## src/rtl/nco_pkg.sv

```systemverilog
// Shared constants and helpers for the NCO phase path and its consumers.
package nco_pkg;

    localparam int NCO_AW = 32;
    localparam int NCO_PW = 12;

    // Quarter turn (+90 degrees) expressed in output-phase LSBs.
    function automatic longint unsigned quarter_turn(input int pw);
        return 64'd1 << (pw - 2);
    endfunction

    // Half an output LSB expressed in accumulator LSBs; added before truncation to round.
    function automatic longint unsigned round_half(input int aw, input int pw);
        return 64'd1 << (aw - pw - 1);
    endfunction

endpackage

```

## src/rtl/nco_phase_accumulator_if.sv

```systemverilog
// Control and phase-output bundle of the NCO phase accumulator.
interface nco_phase_accumulator_if
    import nco_pkg::*;
#(
    parameter int AW = NCO_AW,
    parameter int PW = NCO_PW
);

    logic          i_ce;
    logic          i_ftw_wr;
    logic [AW-1:0] i_ftw;
    logic          i_poff_wr;
    logic [AW-1:0] i_poff;
    logic          i_sync;

    logic          o_ce;
    logic [PW-1:0] o_phase_i;
    logic [PW-1:0] o_phase_q;
    logic          o_wrap;

    modport master (
        output i_ce, i_ftw_wr, i_ftw, i_poff_wr, i_poff, i_sync,
        input  o_ce, o_phase_i, o_phase_q, o_wrap
    );

    modport slave (
        input  i_ce, i_ftw_wr, i_ftw, i_poff_wr, i_poff, i_sync,
        output o_ce, o_phase_i, o_phase_q, o_wrap
    );

endinterface

```

## src/rtl/nco_round_trunc.sv

```systemverilog
// Combinational phase offset, round-half-up and truncate to the output phase width,
// plus the quadrature (+90 degree) companion word.
module nco_round_trunc
    import nco_pkg::*;
#(
    parameter int AW = NCO_AW,
    parameter int PW = NCO_PW
) (
    input  logic [AW-1:0] acc,
    input  logic [AW-1:0] poff,
    output logic [PW-1:0] phase_i,
    output logic [PW-1:0] phase_q
);

    localparam logic [AW-1:0] ROUND_HALF = AW'(round_half(AW, PW));
    localparam logic [PW-1:0] QUARTER    = PW'(quarter_turn(PW));

    logic [AW-1:0] sum;

    // Everything wraps modulo 2^AW, so a rounding carry past the top bit folds back to phase 0.
    assign sum     = acc + poff + ROUND_HALF;
    assign phase_i = sum[AW-1 -: PW];
    assign phase_q = phase_i + QUARTER;

endmodule

```

## src/rtl/nco_phase_accumulator.sv

```systemverilog
// NCO phase generator: FTW accumulator (stage 1) followed by offset/round into
// registered I and Q phase words (stage 2). Feeds quarter_wave_sine_lookup.
module nco_phase_accumulator
    import nco_pkg::*;
#(
    parameter int AW = NCO_AW,
    parameter int PW = NCO_PW
) (
    input  logic                  i_clk,
    input  logic                  i_reset,
    nco_phase_accumulator_if.slave bus
);

    localparam logic [PW-1:0] QUARTER = PW'(quarter_turn(PW));

    logic [AW-1:0] acc;
    logic [AW-1:0] ftw_reg;
    logic [AW-1:0] poff_reg;
    logic          ce_d1;
    logic          wrap_d1;
    logic [AW:0]   acc_sum;

    logic          ce_q;
    logic          wrap_q;
    logic [PW-1:0] phase_i_q;
    logic [PW-1:0] phase_q_q;
    logic [PW-1:0] rt_phase_i;
    logic [PW-1:0] rt_phase_q;

    assign acc_sum = {1'b0, acc} + {1'b0, ftw_reg};

    // Stage 1: tuning-word loads and the phase accumulator.
    always_ff @(posedge i_clk) begin
        // NOTE: non-blocking assignments keep every register sampling pre-edge values,
        // which is what makes a same-cycle FTW write leave this cycle's step untouched.
        if (i_reset) begin
            acc      <= '0;
            ftw_reg  <= '0;
            poff_reg <= '0;
            ce_d1    <= 1'b0;
            wrap_d1  <= 1'b0;
        end else begin
            if (bus.i_ftw_wr) begin
                ftw_reg <= bus.i_ftw;
            end
            if (bus.i_poff_wr) begin
                poff_reg <= bus.i_poff;
            end
            // Sync wins over advance but still emits a sample (ce_d1 follows i_ce).
            if (bus.i_sync) begin
                acc     <= '0;
                wrap_d1 <= 1'b0;
            end else if (bus.i_ce) begin
                {wrap_d1, acc} <= acc_sum;
            end
            ce_d1 <= bus.i_ce;
        end
    end

    nco_round_trunc #(
        .AW(AW),
        .PW(PW)
    ) u_round_trunc (
        .acc     (acc),
        .poff    (poff_reg),
        .phase_i (rt_phase_i),
        .phase_q (rt_phase_q)
    );

    // Stage 2: register the rounded phase words; they hold between valid samples.
    always_ff @(posedge i_clk) begin
        if (i_reset) begin
            ce_q      <= 1'b0;
            wrap_q    <= 1'b0;
            phase_i_q <= '0;
            phase_q_q <= QUARTER;
        end else begin
            ce_q <= ce_d1;
            if (ce_d1) begin
                phase_i_q <= rt_phase_i;
                phase_q_q <= rt_phase_q;
                wrap_q    <= wrap_d1;
            end else begin
                wrap_q    <= 1'b0;
            end
        end
    end

    assign bus.o_ce      = ce_q;
    assign bus.o_wrap    = wrap_q;
    assign bus.o_phase_i = phase_i_q;
    assign bus.o_phase_q = phase_q_q;

endmodule

```

## src/flat_wrapper.sv

```systemverilog
// flat-port wrapper written by rule: the top's interface ports become plain ports
module nco_phase_accumulator_flat import nco_pkg::*;
#(
    parameter int AW = NCO_AW,
    parameter int PW = NCO_PW
)
  (i_clk, i_reset, bus_i_ce, bus_i_ftw_wr, bus_i_ftw, bus_i_poff_wr, bus_i_poff, bus_i_sync, bus_o_ce, bus_o_phase_i, bus_o_phase_q, bus_o_wrap);
  nco_phase_accumulator_if #(.AW(AW), .PW(PW)) bus_i ();
  input  logic i_clk;
  input  logic i_reset;
  input wire logic [$bits(bus_i.i_ce)-1:0] bus_i_ce;
  input wire logic [$bits(bus_i.i_ftw_wr)-1:0] bus_i_ftw_wr;
  input wire logic [$bits(bus_i.i_ftw)-1:0] bus_i_ftw;
  input wire logic [$bits(bus_i.i_poff_wr)-1:0] bus_i_poff_wr;
  input wire logic [$bits(bus_i.i_poff)-1:0] bus_i_poff;
  input wire logic [$bits(bus_i.i_sync)-1:0] bus_i_sync;
  output wire logic [$bits(bus_i.o_ce)-1:0] bus_o_ce;
  output wire logic [$bits(bus_i.o_phase_i)-1:0] bus_o_phase_i;
  output wire logic [$bits(bus_i.o_phase_q)-1:0] bus_o_phase_q;
  output wire logic [$bits(bus_i.o_wrap)-1:0] bus_o_wrap;
  assign bus_i.i_ce = bus_i_ce;
  assign bus_i.i_ftw_wr = bus_i_ftw_wr;
  assign bus_i.i_ftw = bus_i_ftw;
  assign bus_i.i_poff_wr = bus_i_poff_wr;
  assign bus_i.i_poff = bus_i_poff;
  assign bus_i.i_sync = bus_i_sync;
  assign bus_o_ce = bus_i.o_ce;
  assign bus_o_phase_i = bus_i.o_phase_i;
  assign bus_o_phase_q = bus_i.o_phase_q;
  assign bus_o_wrap = bus_i.o_wrap;
  nco_phase_accumulator #(.AW(AW), .PW(PW)) u_core (.i_clk(i_clk), .i_reset(i_reset), .bus(bus_i));
endmodule
```

## config.mk

```make
export PLATFORM = sky130hd
export DESIGN_NAME = nco_phase_accumulator_flat
export DESIGN_NICKNAME = d
export VERILOG_FILES = /design/src/rtl/nco_pkg.sv /design/src/rtl/nco_phase_accumulator_if.sv /design/src/rtl/nco_round_trunc.sv /design/src/rtl/nco_phase_accumulator.sv /design/src/flat_wrapper.sv
export SDC_FILE = /design/constraint.sdc
export NUM_CORES = 1
export LEC_CHECK = 0
export CAP_MARGIN = 20
export CORE_MARGIN = 2
export CORE_UTILIZATION = 57
export DETAILED_ROUTE_END_ITERATION = 7
export GPL_TIMING_DRIVEN = 0
export PLACE_DENSITY = 0.87
export SYNTH_ARGS = -nofsm -noshare
export SYNTH_HDL_FRONTEND = slang
export SYNTH_HIERARCHICAL = 1
export SYNTH_SLANG_ARGS = --single-unit
```

## constraint.sdc

```tcl
create_clock -name i_clk -period 3.7 [get_ports i_clk]
set_input_delay 0.555 -clock i_clk [delete_from_list [all_inputs] [get_ports i_clk]]
set_output_delay 0.555 -clock i_clk [all_outputs]
set_load 0.05 [all_outputs]
```

Word level (Yosys, flattened, before mapping)
Index checks and enable logic that the tools add are counted.
{"block": "classes", "n_addsub": 4, "bitwise": 1, "n_reduce_logical": 2}
{"op": "adder 32 x 32 -> 33 bit", "count": 1}
{"op": "adder 32 x 20 -> 32 bit, second input constant", "count": 1}
{"op": "adder 32 bit", "count": 1}
{"op": "adder 12 x 11 -> 12 bit, second input constant", "count": 1}
{"op": "OR reduction 2 bit", "count": 2}
{"op": "inverter 1 bit", "count": 1}
{"block": "totals", "reg_bits": 124, "in_bits": 70, "out_inout_bits": 26, "elab_cells": 16}

Depth between registers and ports, before layout
{"block": "depth", "word_depth": 3, "ltp_mapped": 16, "mapped_depth_nobuf": 15}

By module
Netlist, hierarchy kept.
{"mod": "nco_phase_accumulator", "n_inst": 1, "cells_per_inst": 662, "area_each_um2": 6123.4, "seq_area_each_um2": 2482.4}
{"mod": "nco_round_trunc", "n_inst": 1, "cells_per_inst": 179, "area_each_um2": 1495.2, "seq_area_each_um2": 0.0}

Worst setup path after synthesis
Ideal clock, no wire load.
{"block": "synth_path", "path_type": "register -> register", "start": "register u_core.acc[19]", "end": "register u_core.phase_q_q[8] (netlist: u_core/bus.o_phase_q[8])", "setup_ps": 65, "arrival_time_ps": 2632, "t_required_ps": 3635, "slack_ps": 1003, "path_stages_with_launch": 17, "path_buffers": 1, "cell_sequence": "dfxtp_1 > inv_1 > ha_1 > inv_1 > ha_1 > nand4_2 > nor3_2 > and4_1 > a21boi_2 > o211ai_2 > nand2_1 > nand3_1 > a31oi_1 > xor2_1 > buf_4 > mux2i_1 > nor2_1"}
{"block": "synth_via", "elab_chain_len": 3}
{"element": "from (decl)", "line_no": "nco_phase_accumulator.sv:16", "rtl": "logic [AW-1:0] acc;"}
{"element": "from (signal assigned)", "line_no": "nco_phase_accumulator.sv:54", "rtl": "{wrap_d1, acc} <= acc_sum;"}
{"element": "adder 32 bit", "line_no": "nco_round_trunc.sv:21", "rtl": "assign sum = acc + poff + ROUND_HALF;"}
{"element": "adder 32 x 20 -> 32 bit", "line_no": "nco_round_trunc.sv:21"}
{"element": "net u_core.rt_phase_i[8]", "line_no": "nco_phase_accumulator.sv:27", "rtl": "logic [PW-1:0] rt_phase_i;"}
{"element": "adder 12 x 11 -> 12 bit", "line_no": "nco_round_trunc.sv:23", "rtl": "assign phase_q = phase_i + QUARTER;"}
{"element": "net u_core.rt_phase_q[8]", "line_no": "nco_phase_accumulator.sv:28", "rtl": "logic [PW-1:0] rt_phase_q;"}
{"element": "to (signal assigned)", "line_no": "nco_phase_accumulator.sv:81", "rtl": "phase_q_q <= rt_phase_q;"}
{"element": "to (decl)", "line_no": "nco_phase_accumulator.sv:26", "rtl": "logic [PW-1:0] phase_q_q;"}
The timed path passes the listed nets, and every way through them passes these cells.
A chain may end at the register's enable or synchronous reset.

Worst setup path after layout
Ends and elaborated chain as after synthesis.

==> metrics <==
status=finished clean; Synth Cell Area=approximately 7600 um^2; Rel. slew slack=around 42%; Clock Latency Late Sink=0.42 ns; mux share of post-synthesis cell area=13.9%; FF-to-FF Start=u_core/acc[19]; Antenna diodes=0; die extent in x=120 um; Most used DFF post-synth=dfxtp_1; Pwr Density=between 300 and 400 nW/um^2; CTS tree=yes; crit path capture type=register; Sink Count=roughly 120; P_leak=4.49 nW; Setup TNS=0 ns; Required @ worst endpoint=slightly above 4 ns; Crit path max-delay family=simple AND/OR/NAND/NOR gates; via count=approximately 6,600; largest family of logic cells by synthesized area=compound AO/OA/AOI/OAI gates; setup bufs post-CTS=0; Core ar.=around 13,000 um^2; Clock Skew=between 0.006 and 0.007 ns; Max-Cap Viols=0; # resized after CTS=0; drt via density=5.80; io pins=96; # DRC=0; initial antenna violation count=0; I/O Buffers=a little over 90; YS warnings=6; Die Span Y=around 120 um; Post-Synth Adder-Cell Area=between 10% and 20%; vias in the first global route=6,422; compound-gate portion of the synthesized area=between 10% and 20%; Tcrit/Tclk final=just under 90%; Syn Area/Cell=9.06 um^2; Tmin final=3.22 ns; Cell Chain, Critical Path=inv_1 > ha_1 > inv_1 > ha_1 > nand4_2 > nor3_2 > and4_1 > a21boi_2 > o211ai_2 > nand2_1 > nand3_1 > a31oi_1 > xor2_1 > buf_4 > mux2i_1 > nor2_1; num rows=between 40 and 50; final setup fails=0; Setup CP Type=reg2reg; hold buffers post-CTS=0; fmax=0.311 GHz; DIE AREA=~14,000 um^2; first-pass GRT wire length=roughly 31,000 um; GRT Total Usage=between 20% and 30%; Worst Hold Class=reg2reg; starting density of the core=between 50% and 60%; Layout Nets=1,115; area share of the largest cell type after synthesis=32.6%; post-synthesis sequential area ratio=around 33%; Hold Fails Final Rpt=0; total CTS buffers=17; layout cells sized above 1=about 7%; Yosys reg bits=124; Critical Path Fanout Max=4; fill count=~950; WL per Instance=~16 um; Root Driver=clkbuf_16; Crit. Startpoint=u_core/acc[19]; initial drt markers=around 500; Overflow after GRT=0; Routed WL=about 19,000 um; post-detail-place hpwl=14,000 um; Synth area leader=dfxtp_1; cell at the slowest stage of the critical path=dfxtp_1; cell area after placement=8770 um^2; worst-margin pin slew=~0.87 ns; synth unique cells=67; Synth area leaders=dfxtp_1, ha_1, mux2i_1; max-slew violation count=0; top-count cell post-synth=nor2_1; Clock Pin Slew Worst Setup and Hold Paths=~0.06 ns; Post-Syn Nets=between 1,000 and 1,500; post-layout instance area=between 9000 and 10,000 um^2; Cells after Synth=about 840; Largest stage delay, worst path=approximately 0.42 ns; Arr. time, crit path=between 3 and 4 ns; Simple-Gate Fraction of Synth Area=between 10 and 15%; CTS max path bufs=2; ys async rst share=0%; depth of the CTS H-tree=4; pre-CTS setup slack=0.596 ns; hold path startpoint=u_core/wrap_d1; synth cell count leaders=nor2_1, dfxtp_1, mux2i_1; worst ir drop on vdd=between 0.0002 and 0.0003 V; DR pass1 iterations=5; slack of the critical path=0.483 ns; Placer Congestion=0.955; Detail Route Antenna Nets=0; pin count of the biggest net entering global routing=17; critical path buffer and inverter count=3; Area growth syn-to-layout=23.2%; RSZ-0062 raised after global routing=false; XOR/XNOR share of the synthesized area=4.02%; Worst setup SP type=register; number of synthesized flops with an enable pin=0
-- cell type report --
class                      count  area [um^2]  share of cell area, %
timing repair buffer          93          931                   9.92
sequential                   124         2480                   26.5
clock inverter                 8          140                   1.49
inverter                      16         60.1                  0.640
buffer                        51          236                   2.52
clock buffer                  22          474                   5.05
tap                          176          220                   2.35
multi-input combinational    650         4840                   51.6
-- logic make-up (layout without fill, tap and decap cells) --
kind of cell / Yosys count / in the layout
AND/OR/NAND/NOR: 250 / 250
AO/OA/AOI/OAI: 167 / 167
XOR/XNOR: 35 / 35
buffers and inverters: 67 / 190
multiplexers: 106 / 106
flip-flops: 124 / 124
adder cells (fa/ha/maj): 92 / 92
-- per-stage QoR --
| stage | utilization [%] | total power (W) | cells | hold WS, ns |
|---|---|---|---|---|
| after floorplan | - | 0.00181 | 841 | 0.424 |
| after global placement | 66.8 | 0.00198 | 1110 | 0.474 |
| after detailed placement | 66.8 | 0.00199 | 1110 | 0.479 |
| after CTS | 71.4 | 0.00373 | 1140 | 0.491 |
| after global routing | 71.4 | 0.00385 | 1140 | 0.508 |
| final | 71.4 | 0.00372 | 1140 | 0.490 |
-- path summary, 6_finish.rpt --
kind                              to  slack [ns]  cells after the start
min                u_core/bus.o_wrap        0.49                      1
max          u_core/bus.o_phase_q[8]        0.48                     16
min reg2reg        u_core/bus.o_wrap        0.49                      1
max reg2reg  u_core/bus.o_phase_q[8]        0.48                     16
-- cells in the final DEF, fill, tap and decap left out, types with 6 or more instances in the layout --
cell | netlist | final
clkdlybuf4s50_1 | 0 | 93
o21ai_1 | 10 | 10
clkbuf_16 | 0 | 17
and3_1 | 6 | 6
mux2i_1 | 106 | 106
buf_4 | 10 | 10
o21bai_1 | 7 | 7
clkbuf_1 | 23 | 25
a21o_1 | 29 | 29
inv_1 | 16 | 16
a211oi_1 | 7 | 7
or3_1 | 9 | 9
ha_1 | 91 | 91
xnor2_1 | 17 | 17
buf_1 | 12 | 12
buf_2 | 6 | 6
xor2_1 | 18 | 18
nand4_1 | 11 | 11
nand2_1 | 43 | 43
o21ai_0 | 14 | 14
a21oi_1 | 48 | 48
nor2_1 | 136 | 136
nand3_1 | 15 | 15
dfxtp_1 | 124 | 124
-- routing by layer --
layer / vias up / global-route usage [%] / wire (um)
li1: 3242 / - / -
met1: 3073 / 33.7 / 8170
met2: 252 / 45.1 / 8930
met3: 44 / 4.94 / 1190
met4: 0 / 10.4 / 416
met5: - / 0 / 0
-- power by group --
group	total [W]	internal [W]	switching (W)
Sequential	0.00144	0.00140	0.0000427
Clock	0.00174	0.00117	0.000574
Combinational	0.000534	0.000244	0.000290
No activity file was read; power rests on OpenSTA's default activity.
